`config.mk`:
```
export PLATFORM = sky130hd
export DESIGN_NAME = vga_timing_gen
export DESIGN_NICKNAME = d
export VERILOG_FILES = /design/src/rtl/vga_timing_gen.sv
export SDC_FILE = /design/constraint.sdc
export NUM_CORES = 1
export LEC_CHECK = 0
export ABC_AREA = 0
export ABC_CLOCK_PERIOD_IN_PS = 6800
export CAP_MARGIN = 10
export CORE_ASPECT_RATIO = 0.6
export CORE_MARGIN = 2
export CORE_UTILIZATION = 30
export CTS_CLUSTER_SIZE = 30
export DETAILED_ROUTE_END_ITERATION = 16
export PLACE_DENSITY = 0.55
export SLEW_MARGIN = 40
export SYNTH_ARGS = -nofsm -noshare
export SYNTH_HDL_FRONTEND = slang
export SYNTH_SLANG_ARGS = --single-unit
```
`constraint.sdc`:
```
create_clock -name clk -period 6.8 [get_ports clk]
set_clock_uncertainty 0.2 [all_clocks]
set_input_delay 1.36 -clock clk [delete_from_list [all_inputs] [get_ports clk]]
set_output_delay 1.36 -clock clk [all_outputs]
set_load 0.01 [all_outputs]
```
`src/rtl/vga_timing_gen.sv`:
```
// VGA raster timing generator: pixel/line/frame counters, syncs, blanking, sticky IRQ flags.
// Latency: counters and flags update on the clk edge of a ce cycle; syncs lag counters by one ce step.
// Backpressure: none; ce=0 freezes the raster (only cli still acts on the flags).
module vga_timing_gen #(
  parameter int H_ACTIVE  = 1024,
  parameter int H_FP      = 48,
  parameter int H_SYNC    = 104,
  parameter int H_BP      = 152,
  parameter int V_ACTIVE  = 768,
  parameter int V_FP      = 3,
  parameter int V_SYNC    = 4,
  parameter int V_BP      = 23,
  parameter int HSYNC_POL = 0,
  parameter int VSYNC_POL = 1,
  parameter int XW        = 11,
  parameter int YW        = 10
) (
  input  logic          clk,
  input  logic          rst_n,
  input  logic          ce,
  input  logic [YW-1:0] line_cmp,
  input  logic          en_vblank,
  input  logic          en_line,
  input  logic          cli,
  output logic [XW-1:0] x,
  output logic [YW-1:0] y,
  output logic          hsync,
  output logic          vsync,
  output logic          blank,
  output logic [7:0]    frame,
  output logic          st_vblank,
  output logic          st_line,
  output logic          irq
);

  localparam int H_TOTAL  = H_ACTIVE + H_FP + H_SYNC + H_BP;
  localparam int V_TOTAL  = V_ACTIVE + V_FP + V_SYNC + V_BP;
  localparam int HS_START = H_ACTIVE + H_FP;
  localparam int HS_END   = HS_START + H_SYNC;
  localparam int VS_START = V_ACTIVE + V_FP;
  localparam int VS_END   = VS_START + V_SYNC;

  localparam logic [XW-1:0] X_LAST   = XW'(H_TOTAL - 1);
  localparam logic [YW-1:0] Y_LAST   = YW'(V_TOTAL - 1);
  localparam logic [YW-1:0] Y_VBLANK = YW'(V_ACTIVE);
  localparam logic          HS_ON    = (HSYNC_POL != 0);
  localparam logic          VS_ON    = (VSYNC_POL != 0);

  logic [XW-1:0] x_q, x_d;
  logic [YW-1:0] y_q, y_d;
  logic [7:0]    frame_q, frame_d;
  logic          hs_q, hs_d;
  logic          vs_q, vs_d;
  logic          stv_q, stv_d;
  logic          stl_q, stl_d;
  logic          wrap;
  logic          set_v;
  logic          set_l;

  // Next raster position, syncs from the pre-update position, and flag set/clear.
  always_comb begin
    x_d     = x_q;
    y_d     = y_q;
    frame_d = frame_q;
    hs_d    = hs_q;
    vs_d    = vs_q;
    wrap    = 1'b0;
    if (ce) begin
      hs_d = (32'(x_q) >= HS_START && 32'(x_q) < HS_END) ? HS_ON : ~HS_ON;
      vs_d = (32'(y_q) >= VS_START && 32'(y_q) < VS_END) ? VS_ON : ~VS_ON;
      if (x_q == X_LAST) begin
        x_d  = '0;
        wrap = 1'b1;
        if (y_q == Y_LAST) begin
          y_d     = '0;
          frame_d = frame_q + 8'd1;
        end else begin
          y_d = y_q + 1'b1;
        end
      end else begin
        x_d = x_q + 1'b1;
      end
    end
    // Only a line wrap can land on x=0, so the events are qualified by wrap.
    // y_d never exceeds V_TOTAL-1, so an out-of-range line_cmp never matches.
    set_v = wrap && (y_d == Y_VBLANK);
    set_l = wrap && (y_d == line_cmp);
    // A set event beats a simultaneous cli so no event is lost.
    stv_d = set_v | (stv_q & ~cli);
    stl_d = set_l | (stl_q & ~cli);
  end

  // State registers with synchronous active-low reset.
  always_ff @(posedge clk) begin
    if (!rst_n) begin
      x_q     <= '0;
      y_q     <= '0;
      frame_q <= '0;
      hs_q    <= ~HS_ON;
      vs_q    <= ~VS_ON;
      stv_q   <= 1'b0;
      stl_q   <= 1'b0;
    end else begin
      x_q     <= x_d;
      y_q     <= y_d;
      frame_q <= frame_d;
      hs_q    <= hs_d;
      vs_q    <= vs_d;
      stv_q   <= stv_d;
      stl_q   <= stl_d;
    end
  end

  assign x         = x_q;
  assign y         = y_q;
  assign frame     = frame_q;
  assign hsync     = hs_q;
  assign vsync     = vs_q;
  assign st_vblank = stv_q;
  assign st_line   = stl_q;
  assign blank     = (32'(x_q) >= H_ACTIVE) | (32'(y_q) >= V_ACTIVE);
  assign irq       = (stv_q & en_vblank) | (stl_q & en_line);

endmodule

```
==> impl_metrics.json <==
{
  "status": "complete, no violations",
  "first_pass_iters": 4,
  "cp.required_ns": 6.80,
  "layout.cells.non_filler": 364,
  "hold_viol_final": 0,
  "die_area_sq_um": 7136,
  "r2r-start": "y[0]",
  "worstReg2RegEnd": "st_line",
  "postSynthCellCount": 232,
  "relSlewSlack_pct": 60.99,
  "ys_warn_count": 0,
  "rr_worst_depth": 8,
  "area_growth_pct": 33.79,
  "cts_sinks": 33,
  "path_clk_slew_ns": 0.07,
  "crit_arrival_ns": 4.07,
  "crit_cells": 8,
  "port_buffers": 50,
  "worst_pin_slew_ns": 0.5798,
  "clock_latency_ns": 0.28,
  "post-route-util_pct": 42.03,
  "grt_pass1_vias": 1618,
  "cts_tree": "done",
  "synth-edff-count": 0,
  "endpoint_kind": "flip-flop",
  "htree_levels": 2,
  "yosys-top-cells-area": "dfxtp_1 (34%), xnor2_1 (7.7%), nand2_1 (5.0%), xor2_1 (4.5%), and2_1 (3.9%)",
  "fmax_mhz": 245.9,
  "path_buf_inv": 1,
  "slowest_delay_ns": 0.67,
  "setup-tns-final_ns": 0,
  "ant_nets": 0,
  "setup_slack_ns": 2.734,
  "critical_path.top_delay_family": "simple AND/OR/NAND/NOR gates",
  "critical_path.cell_chain": "clkdlybuf4s50_1, and4_1, and4_1, o21ai_0, a21boi_0, xor2_1, nand3_1, o31ai_2",
  "synth_nets": 253,
  "clockRootBuffer": "clkbuf_8",
  "drtIter0Drc": 75,
  "total_power_uw": 378.7,
  "num_rows": 22,
  "dp_slack_ns": 2.447,
  "hold_class": "reg -> reg",
  "fin_crit_sh_pct": 59.80,
  "core_area_sq_um": 6166,
  "final_net_count": 300,
  "setup_violations": 0,
  "critPathLaunchType": "primary input",
  "ys_ff_latch": 33,
  "numCtsBuffers": 5,
  "setup.worst_path.start": "ce",
  "drc_errors": 0,
  "criticalPathCategory": "in -> reg",
  "antenna_found_initial": 0,
  "syn_area_sq_um": 1937,
  "start_util_pct": 31.41,
  "routedWlPerCell_um": 13.98,
  "grt-ovfl-total": 0,
  "avgSynthCellArea_sq_um": 8.349,
  "die_x_um": 107.7,
  "r2r_setup_slack_ns": 3.84,
  "yosysMostFrequentCell": "dfxtp_1",
  "routed_wl_um": 5088,
  "cpMostUsedCell": "and4_1",
  "dp_hpwl_um": 3774,
  "vias_per_cell": 4.953,
  "via_count": 1803,
  "routabilityCongestion": 0.8482,
  "post_cts_resized": 0,
  "path_max_fanout": 14,
  "yosys-top-cells-count": "dfxtp_1 (33), nand2_1 (26), nor2_1 (18)",
  "grt_pass1_wl_um": 8107,
  "drive_above_1_share_pct": 6.786,
  "cts_hold_buf": 0,
  "maxCapViolCount": 0,
  "track_usage_pct": 14.67,
  "cts_setup_buffers": 0,
  "slew_viol_final": 0,
  "cp_slowest_cell": "clkdlybuf4s50_1",
  "cts_buffer_depth": 2,
  "yosysUniqueCellTypes": 53,
  "grt_max_degree": 26,
  "ys_seq_area_share_pct": 34.11,
  "p_leak_uw": 0.0009445,
  "yosys.area.top_type": "dfxtp_1",
  "critPathCapture": "st_line",
  "ios": 51,
  "yosysTopAreaCellShare_pct": 34.11,
  "period_needed_ns": 4.066,
  "powerDensity_nw_per_um2": 146.2,
  "dp.cells": 356,
  "diodes": 0,
  "postSynth.asyncResetShare_pct": 0,
  "rsz0062_at_grt": "false",
  "die_y_um": 66.24,
  "synth_ff_type": "dfxtp_1",
  "n_fill_cell": 641,
  "ir_worst_vdd_uv": 60.23
}
-- sequential cells by signal, indices dropped and copies added (netlist names) --
signal and cells:
x 11, y 10, frame 8, hsync 1, st_line 1, st_vblank 1, vsync 1
-- kinds of logic after synthesis --
| group | Yosys count | synth area share (%) |
|---|---|---|
| adder cells (fa/ha/maj) | 5 | 3.230 |
| multiplexers | 3 | 1.550 |
| AND/OR/NAND/NOR | 108 | 30.94 |
| flip-flops | 33 | 34.11 |
| XOR/XNOR | 27 | 12.21 |
| AO/OA/AOI/OAI | 39 | 14.41 |
| buffers and inverters | 17 | 3.553 |
-- where the power goes --
part | total, uW | internal (uW) | switching, uW
Clock | 157 | 82.0 | 75.3
Combinational | 25.3 | 14.6 | 10.7
Sequential | 196 | 194 | 1.69
-- worst min path at each step --
stage | cells after the start | slack (ns) | start | end
finish | 2 | 0.26 | st_vblank | st_vblank
global route | 2 | 0.28 | st_vblank | st_vblank
CTS | 2 | 0.27 | st_vblank | st_vblank
detailed placement | 2 | 0.26 | st_vblank | st_vblank
global placement | 2 | 0.25 | st_vblank | st_vblank
floorplan | 2 | 0.27 | st_vblank | st_vblank
-- placed cells by master (no fill, tap or decap), types with 3 or more instances in the layout --
master and n:
mux2i_1 3, nand4_1 4, nor2b_1 6, xnor2_1 17, xor2_1 10, dfxtp_1 33, clkdlybuf4s50_1 49, nor4_1 3
and2_1 12, nand2b_1 3, a21boi_0 3, a21oi_1 9, ha_1 5, and3_1 3, and4_1 3, nor3_1 6
clkbuf_8 6, nand3_1 11, nand2_1 26, nor2_1 18, o21ai_0 5, inv_1 7
-- metal layers --
metal,GRT usage [%],up-vias,part of all wire [%]
li1,-,911,-
met1,23.28,837,54
met2,18.63,53,38
met3,4.039,2,7.3
met4,3.365,0,0.37
met5,0,-,0
-- tightest hold or removal path, cell delays in order, from the launching register on --
cell and delay, ns:
dfxtp_1 0.32, nand2_1 0.06, nand2_1 0.04
-- stage by stage --
step,area (sq um),hold slack (ns)
after CTS,2596,0.2655
after global routing,2591,0.2831
after floorplan,1937,0.2744
after detailed placement,2500,0.2558
after global placement,2500,0.2505
final,2591,0.2584
-- layout make-up --
type | instances | area, sq um | share of cell area [%]
Multi-Input combinational cell | 182 | 1207 | 46.60
Inverter | 7 | 26.28 | 1.014
Tap cell | 84 | 105.1 | 4.056
Sequential cell | 33 | 660.6 | 25.49
Clock buffer | 6 | 82.58 | 3.187
Timing Repair Buffer | 50 | 495.5 | 19.12
Clock inverter | 2 | 13.76 | 0.5311
(Power assumes the default switching activity.)
